$ cat config.mk
export PLATFORM = sky130hd
export DESIGN_NAME = module_ctrl_uart_flat
export DESIGN_NICKNAME = d
export VERILOG_FILES = /design/src/rtl/module_ctrl_uart_if.sv /design/src/rtl/module_ctrl_uart.sv /design/src/flat_wrapper.sv
export SDC_FILE = /design/constraint.sdc
export NUM_CORES = 1
export LEC_CHECK = 0
export ABC_AREA = 1
export ABC_CLOCK_PERIOD_IN_PS = 2100
export BUFFER_PORTS_ARGS = -buffer_cell sky130_fd_sc_hd__buf_4
export CAP_MARGIN = 20
export CORE_MARGIN = 5
export CORE_UTILIZATION = 49
export CTS_BUF_LIST = sky130_fd_sc_hd__clkbuf_16
export CTS_CLUSTER_DIAMETER = 200
export DETAILED_ROUTE_END_ITERATION = 8
export PLACE_DENSITY_LB_ADDON = 0.12
export SETUP_SLACK_MARGIN = 0.2
export SYNTH_ARGS = -nofsm -noshare
export SYNTH_HDL_FRONTEND = slang
export SYNTH_SLANG_ARGS = --single-unit
$ cat constraint.sdc
create_clock -name clk_i -period 2.1 [get_ports clk_i]
set_input_delay 0.105 -clock clk_i [delete_from_list [all_inputs] [get_ports clk_i]]
set_output_delay 0.105 -clock clk_i [all_outputs]
set_load 0.005 [all_outputs]
$ cat src/rtl/module_ctrl_uart_if.sv
// Bus and UART-core signals of the UART control block, named from the
// controller's point of view (_i driven into it, _o driven by it).
interface module_ctrl_uart_if;
    logic        we_i;
    logic [1:0]  addr_i;
    logic [31:0] data_i;
    logic [31:0] data_o;
    logic        tx_start_o;
    logic [7:0]  tx_data_o;
    logic        tx_done_i;
    logic [7:0]  rx_data_i;
    logic        rx_valid_i;

    modport master (
        output we_i, addr_i, data_i, tx_done_i, rx_data_i, rx_valid_i,
        input  data_o, tx_start_o, tx_data_o
    );

    modport slave (
        input  we_i, addr_i, data_i, tx_done_i, rx_data_i, rx_valid_i,
        output data_o, tx_start_o, tx_data_o
    );
endinterface

$ cat src/rtl/module_ctrl_uart.sv
// Register-mapped UART controller: CTRL/TXDATA/RXDATA registers and a
// send sequencer that pulses the TX core and waits (bounded) for done.
//
// state  | meaning
// IDLE   | waiting for SEND=1, TXDATA writable
// START  | one-cycle tx_start_o pulse, timeout counter cleared
// WAIT   | waiting for tx_done_i or timeout
// FINISH | clear SEND, return to IDLE
module module_ctrl_uart #(
    parameter logic [31:0] TIMEOUT_CYC = 32'd100000
) (
    input logic               clk_i,
    input logic               rst_ni,
    module_ctrl_uart_if.slave bus
);

    typedef enum logic [1:0] {
        IDLE   = 2'd0,
        START  = 2'd1,
        WAIT   = 2'd2,
        FINISH = 2'd3
    } state_e;

    state_e      state_q, state_d;
    logic [31:0] cnt_q, cnt_d;
    logic        send_q, send_d;
    logic        new_rx_q, new_rx_d;
    logic        tx_err_q, tx_err_d;
    logic        rx_ovr_q, rx_ovr_d;
    logic [7:0]  txdata_q, txdata_d;
    logic [7:0]  rxdata_q, rxdata_d;

    logic        wr_ctrl;
    logic        wr_txdata;
    logic        timeout;
    logic        unused_data_hi;

    assign wr_ctrl        = bus.we_i && (bus.addr_i == 2'd0);
    assign wr_txdata      = bus.we_i && (bus.addr_i == 2'd1);
    assign unused_data_hi = ^bus.data_i[31:8];

    always_ff @(posedge clk_i) begin
        if (!rst_ni) begin
            state_q  <= IDLE;
            cnt_q    <= '0;
            send_q   <= 1'b0;
            new_rx_q <= 1'b0;
            tx_err_q <= 1'b0;
            rx_ovr_q <= 1'b0;
            txdata_q <= '0;
            rxdata_q <= '0;
        end else begin
            state_q  <= state_d;
            cnt_q    <= cnt_d;
            send_q   <= send_d;
            new_rx_q <= new_rx_d;
            tx_err_q <= tx_err_d;
            rx_ovr_q <= rx_ovr_d;
            txdata_q <= txdata_d;
            rxdata_q <= rxdata_d;
        end
    end

    always_comb begin
        state_d = state_q;
        cnt_d   = cnt_q;
        timeout = 1'b0;
        case (state_q)
            IDLE: begin
                if (send_q) state_d = START;
            end
            START: begin
                cnt_d   = '0;
                state_d = WAIT;
            end
            WAIT: begin
                // done on the limit cycle is a success, so it is tested first
                if (bus.tx_done_i) begin
                    state_d = FINISH;
                end else if (cnt_q == TIMEOUT_CYC - 32'd1) begin
                    timeout = 1'b1;
                    state_d = FINISH;
                end else begin
                    cnt_d = cnt_q + 32'd1;
                end
            end
            FINISH: begin
                state_d = IDLE;
            end
            default: begin
                state_d = IDLE;
            end
        endcase
    end

    always_comb begin
        send_d   = send_q;
        new_rx_d = new_rx_q;
        tx_err_d = tx_err_q;
        rx_ovr_d = rx_ovr_q;
        txdata_d = txdata_q;
        rxdata_d = rxdata_q;

        if (state_q == IDLE && wr_ctrl)   send_d   = bus.data_i[0];
        if (state_q == FINISH)            send_d   = 1'b0;
        if (state_q == IDLE && wr_txdata) txdata_d = bus.data_i[7:0];

        // hardware set events are applied after software clears so they win
        if (wr_ctrl && !bus.data_i[1]) new_rx_d = 1'b0;
        if (wr_ctrl && !bus.data_i[2]) tx_err_d = 1'b0;
        if (wr_ctrl && !bus.data_i[3]) rx_ovr_d = 1'b0;

        if (timeout) tx_err_d = 1'b1;

        if (bus.rx_valid_i) begin
            rxdata_d = bus.rx_data_i;
            new_rx_d = 1'b1;
            if (new_rx_q) rx_ovr_d = 1'b1;
        end
    end

    always_comb begin
        bus.data_o = '0;
        case (bus.addr_i)
            2'd0:    bus.data_o = {28'd0, rx_ovr_q, tx_err_q, new_rx_q, send_q};
            2'd1:    bus.data_o = {24'd0, txdata_q};
            2'd2:    bus.data_o = {24'd0, rxdata_q};
            default: bus.data_o = '0;
        endcase
    end

    assign bus.tx_start_o = (state_q == START);
    assign bus.tx_data_o  = txdata_q;

endmodule

$ cat src/flat_wrapper.sv
// flat-port wrapper written by rule: the top's interface ports become plain ports
module module_ctrl_uart_flat 
#(
    parameter logic [31:0] TIMEOUT_CYC = 32'd100000
)
  (clk_i, rst_ni, bus_we_i, bus_addr_i, bus_data_i, bus_tx_done_i, bus_rx_data_i, bus_rx_valid_i, bus_data_o, bus_tx_start_o, bus_tx_data_o);
  module_ctrl_uart_if bus_i ();
  input logic clk_i;
  input logic rst_ni;
  input wire logic [$bits(bus_i.we_i)-1:0] bus_we_i;
  input wire logic [$bits(bus_i.addr_i)-1:0] bus_addr_i;
  input wire logic [$bits(bus_i.data_i)-1:0] bus_data_i;
  input wire logic [$bits(bus_i.tx_done_i)-1:0] bus_tx_done_i;
  input wire logic [$bits(bus_i.rx_data_i)-1:0] bus_rx_data_i;
  input wire logic [$bits(bus_i.rx_valid_i)-1:0] bus_rx_valid_i;
  output wire logic [$bits(bus_i.data_o)-1:0] bus_data_o;
  output wire logic [$bits(bus_i.tx_start_o)-1:0] bus_tx_start_o;
  output wire logic [$bits(bus_i.tx_data_o)-1:0] bus_tx_data_o;
  assign bus_i.we_i = bus_we_i;
  assign bus_i.addr_i = bus_addr_i;
  assign bus_i.data_i = bus_data_i;
  assign bus_i.tx_done_i = bus_tx_done_i;
  assign bus_i.rx_data_i = bus_rx_data_i;
  assign bus_i.rx_valid_i = bus_rx_valid_i;
  assign bus_data_o = bus_i.data_o;
  assign bus_tx_start_o = bus_i.tx_start_o;
  assign bus_tx_data_o = bus_i.tx_data_o;
  module_ctrl_uart #(.TIMEOUT_CYC(TIMEOUT_CYC)) u_core (.clk_i(clk_i), .rst_ni(rst_ni), .bus(bus_i));
endmodule
Yosys cells after proc, flatten, opt, wreduce, memory -nomap -nowiden

Index checks and enable logic that the tools add are counted.

Register bits: 54
Bits of input ports: 47

Add/sub/neg operators: 1
Equal/unequal tests: 10
Multiplexer cells: 18
Bitwise operators: 1
Reductions and logical operators: 18

Operator list:

| operator                                               | count |
|---|---|
| 2-to-1 mux 32 bit                                      | 2 |
| case mux 32 bit (2 select lines)                       | 1 |
| adder 32 x 1 -> 32 bit (second input constant)         | 1 |
| == test 32 x 17 -> 1 bit (second input constant)       | 1 |
| case mux 8 bit (3 select lines)                        | 1 |
| 2-to-1 mux 1 bit                                       | 10 |
| case mux 2 bit (4 select lines)                        | 1 |
| logical AND 1 bit                                      | 7 |
| == test 2 bit (second input constant)                  | 3 |
| 2-to-1 mux 2 bit                                       | 3 |
| nonzero test 2 bit                                     | 3 |
| == test 2 x 1 -> 1 bit (second input constant)         | 2 |
| zero test 2 bit                                        | 2 |
| inequality test 2 bit (second input constant)          | 2 |
| zero test 1 bit                                        | 3 |
| inequality test 3 x 2 -> 1 bit (second input constant) | 1 |
| AND reduction 3 bit                                    | 1 |
| inequality test 2 x 1 -> 1 bit (second input constant) | 1 |
| AND reduction 2 bit                                    | 1 |
| OR reduction 2 bit                                     | 1 |
| NOT 1 bit                                              | 1 |

Logic depth before layout (Yosys ltp)

Depth after elaboration: 6
Gate-level depth with buffers: 12
Gate-level depth less buffers: 11

Least setup slack after synthesis

OpenSTA, ideal clock, no wires.

Kind: reg-to-reg
Start: register u_core.state_q[0]
End: register u_core.cnt_q[10]
Library setup time: 0.070 ns
Data arrival time: 1.575 ns
Data required time: 2.030 ns
Setup slack: 0.455 ns
Cell stages (with the launch flop): 10
Clock period less this slack: 1.645 ns
Cell sequence: dfxtp_1 inv_1 ha_1 buf_4 inv_2 nand2_1 buf_2 clkbuf_1 nand3_1 a21oi_1

Word-level cells in the longest chain between the ends: 3
Elaborated cells between the ends (all ways): 7

RTL lines:

| what                                                                         | RTL line               | text |
|---|---|---|
| start, declared                                                              | module_ctrl_uart.sv:24 | `state_e state_q, state_d;` |
| start signal, assigned                                                       | module_ctrl_uart.sv:53 | `state_q <= state_d;` |
| == test 2 bit or == test 2 x 1 -> 1 bit (tied branches)                      | module_ctrl_uart.sv:68 | `case (state_q)` |
| inequality test 2 bit (no source line) or nonzero test 2 bit (tied branches) | -                      |  |
| AND reduction 3 bit (no source line)                                         | -                      |  |
| end signal, assigned                                                         | module_ctrl_uart.sv:54 | `cnt_q <= cnt_d;` |
| end, declared                                                                | module_ctrl_uart.sv:25 | `logic [31:0] cnt_q, cnt_d;` |

Several ways; a longest one is shown, not always the timed one.
A chain may end at the register's enable or synchronous reset.

Worst setup path in the final report

Start: register u_core.cnt_q[1]
End: register u_core.cnt_q[3]

Word-level cells in the longest chain between the ends: 4
Elaborated cells between the ends (all ways): 7

RTL lines:

| what                             | RTL line               | text |
|---|---|---|
| adder 32 x 1 -> 32 bit           | module_ctrl_uart.sv:84 | `cnt_d = cnt_q + 32'd1;` |
| 2-to-1 mux 32 bit                | module_ctrl_uart.sv:80 | `end else if (cnt_q == TIMEOUT_CYC - 32'd1) begin` |
| 2-to-1 mux 32 bit                | module_ctrl_uart.sv:78 | `if (bus.tx_done_i) begin` |
| case mux 32 bit (2 select lines) | module_ctrl_uart.sv:68 |  |

Several ways; a longest one is shown, not always the timed one. The select of a mux whose other input is x is not followed.

==> metrics.md <==
| Metric | Value |
|---|---|
| Die area | `0.009360 sq mm` |
| DP Area | `0.003961 sq mm` |
| Slew @ Worst Pin | `0.6115 ns` |
| CP Buf/Inv Count | `1` |
| Largest net degree at the start of global routing | `36` |
| Synth Register Bits | `54` |
| Critical Path Max Stage Delay | `0.36 ns` |
| GRT Util Overall | `20.45%` |
| Post-synth top area cell | `dfxtp_1` |
| Final Skew | `0.007542 ns` |
| Total number of vias | `3903` |
| First-pass detailed-route iteration total | `5` |
| Maximum vdd drop | `472.3 uV` |
| Type of the worst setup path | `reg2reg` |
| Final nets | `721` |
| P&R area growth vs syn | `16.46%` |
| Top routing layer used | `met4` |
| Hold_buf cts | `0` |
| Total power density per cell area | `891.3 mW/mm^2` |
| Max-Cap Viols | `0` |
| Ant diodes | `0` |
| Fin cells | `768` |
| # DRC | `0` |
| Clk buf depth | `2` |
| Final ANT Viol Nets | `0` |
| TNS Setup | `0 ns` |
| Cell variety after synth | `30` |
| R2R Setup Slk | `0.37 ns` |
| CP cell instances | `ha_2 > nand2_2 > nor2_4 > nand3_2 > nor2_1 > nand2_2 > nand2_8 > clkbuf_16 > nand3_1 > a21oi_1` |
| Worst EP required | `2.34 ns` |
| Slew HR | `59.08%` |
| Latest clock arrival within the worst-skew pair | `0.30 ns` |
| Max frequency | `577.1 MHz` |
| HPWL after DPL | `7.233 mm` |
| CP top delay family | `simple AND/OR/NAND/NOR gates` |
| Share of layout cells above drive strength 1 | `12.41%` |
| Endpoints failing hold | `0` |
| Finished layout cell area | `0.004294 sq mm` |
| Ranking of synthesized cells by area | `dfxtp_1, nand2_1, nor2_1` |
| Synth Area per Inst | `5.881 sq um` |
| Post-Syn Area | `0.003687 sq mm` |
| Core area | `0.007292 sq mm` |
| Tmin final | `1.733 ns` |
| TritonCTS clock tree | `done` |
| Wire length on met1 | `4.486 mm` |
| DR vias/cell | `5.082` |
| Critical Path AT | `1.97 ns` |
| Finished Core Util | `58.89%` |
| Met3 WL post-DR | `746 um` |
| RSZ-0062 raised after global routing | `true` |
| Clock transition at the registers of the reported paths | `0.08 ns` |
| Clock sink count | `54` |
| Wire per inst | `13.23 um` |
| Pleak | `0.001904 uW` |
| Ports | `88` |
| Synth top area share | `29.32%` |
| Post-Syn Instances | `627` |
| Die Height | `96.75 um` |
| Part of the cycle the worst path needs | `82.51%` |
| Worst Setup Start Kind | `flop` |
| Chip width | `96.75 um` |
| Commonest non-fill, non-tap cells in the layout | `nand2_1, nor2_1, nand3_1` |
| CTS root buf | `clkbuf_16` |
| Worst Setup End Kind | `flop` |
| Final Slew Violations | `0` |
| Vias in the first global route | `3492` |
| Worst Hold Class | `in2reg` |
| Rows | `31` |
| Seq/Total Area, Yosys | `29.32%` |
| Final setup violation count | `0` |
| Initial DRC Count | `220` |
| Leading cell type in the layout, fill and taps excluded | `nand2_1` |
| Htree depth | `2` |
| First-pass GRT wire length | `16.26 mm` |
| Crit-path max FO | `8` |
| Initial Util | `50.57%` |
| Critical-path top delay cell | `dfxtp_2` |
| Outcome | `finished clean` |
| Gpl congestion | `0.9298` |
| Final wirelength | `10.16 mm` |
| Met2 WL | `4.693 mm` |
| CTS Buf Count | `5` |
| Gr ovfl total | `0` |
| Syn. warnings | `0` |
| Dpl cells | `753` |
| # port buffers | `39` |
| Most used cell, CP | `nand2_2` |
| Initial antenna violation count | `0` |
[cell families (layout without fill, tap and decap cells)]
| group | Yosys count | in the layout | synth area share (%) |
|---|---|---|---|
| XOR/XNOR | 2 | 2 | 0.4751 |
| AND/OR/NAND/NOR | 400 | 401 | 45.50 |
| other | 1 | 24 | 0.1017 |
| flip-flops | 54 | 54 | 29.32 |
| AO/OA/AOI/OAI | 54 | 54 | 7.906 |
| buffers and inverters | 110 | 128 | 14.66 |
| adder cells (fa/ha/maj) | 6 | 6 | 2.036 |
[flip-flops by register name (all words and copies together), names as in the netlist]
name and flops:
u_core.new_rx_q 1, u_core.tx_err_q 1, u_core.bus.tx_data_o 8, u_core.send_q 1, u_core.state_q 2, u_core.cnt_q 32, u_core.rx_ovr_q 1, u_core.rxdata_q 8
[what timing repair did]
action                                  4_1_cts  5_1_grt
buffers inserted                              0        3
pin swaps                                     0        2
cloned                                        0        4
endpoints found under the setup margin        2       34
gates resized for setup                       1       19
[per-stage QoR]
stage	worst slack (ns)	total power [uW]	hold slack, ns
4_1_cts	0.1986	3734	0.02706
3_5_place_dp	0.2119	2825	0.3354
6_report	0.3673	3827	0.02707
2_1_floorplan	0.4550	2499	0.2399
3_3_place_gp	0.2590	2792	0.3352
5_1_grt	0.2118	4126	0.03936
[path summary, 6_finish.rpt]
| path | start | to | cells after the start |
|---|---|---|---|
| hold / removal | bus_rx_data_i[2] | u_core.rxdata_q[2] | 3 |
| setup reg to reg | u_core.cnt_q[1] | u_core.cnt_q[3] | 10 |
| setup / recovery | u_core.cnt_q[1] | u_core.cnt_q[3] | 10 |
| hold reg to reg | u_core.cnt_q[31] | u_core.cnt_q[31] | 2 |
[synthesized netlist by cell type]
master / instances
clkinv_1: 1
nor2_1: 118
buf_4: 27
nor2_4: 2
dfxtp_1: 54
nand2_2: 1
nand2_4: 2
clkbuf_1: 9
and3_1: 1
nand4_1: 5
conb_1: 1
buf_2: 3
buf_1: 1
a22o_1: 4
nand2_1: 183
nor3_1: 9
nand3b_1: 1
a211oi_1: 1
nand3_2: 1
nor2_2: 5
nor3b_1: 2
inv_1: 65
buf_6: 3
inv_2: 1
ha_1: 6
o21ai_0: 25
xor2_1: 2
a2111oi_0: 1
nand3_1: 70
a21oi_1: 23
[routing by layer]
metal  track usage, %  up-vias
li1                 -     2005
met1            25.93     1731
met2            34.02      149
met3            4.460       18
met4            7.343        0
met5                0        -
[worst register-to-register path: stages, from the launching register on]
cell       delay (ns)
dfxtp_2          0.36
ha_2             0.21
nand2_2          0.08
nor2_4           0.14
nand3_2          0.07
nor2_1           0.14
nand2_2          0.12
nand2_8          0.17
clkbuf_16        0.18
nand3_1          0.07
a21oi_1          0.14
[report_power, final]
group          total (uW)  switching (uW)  internal (uW)
sequential           1380             182           1190
combinational        1560             986            575
clock                 891             432            459
total                3830            1600           2230
[cell type report]
cell class	instances	area, sq um
Clock buffer	5	125.1
Clock inverter	3	28.78
Fill cell	731	2998
Inverter	67	251.5
Multi-Input combinational cell	487	2220
Sequential cell	54	1084
Tap cell	99	123.9
Timing Repair Buffer	53	461.7
Power figures use the tool's default switching activity.
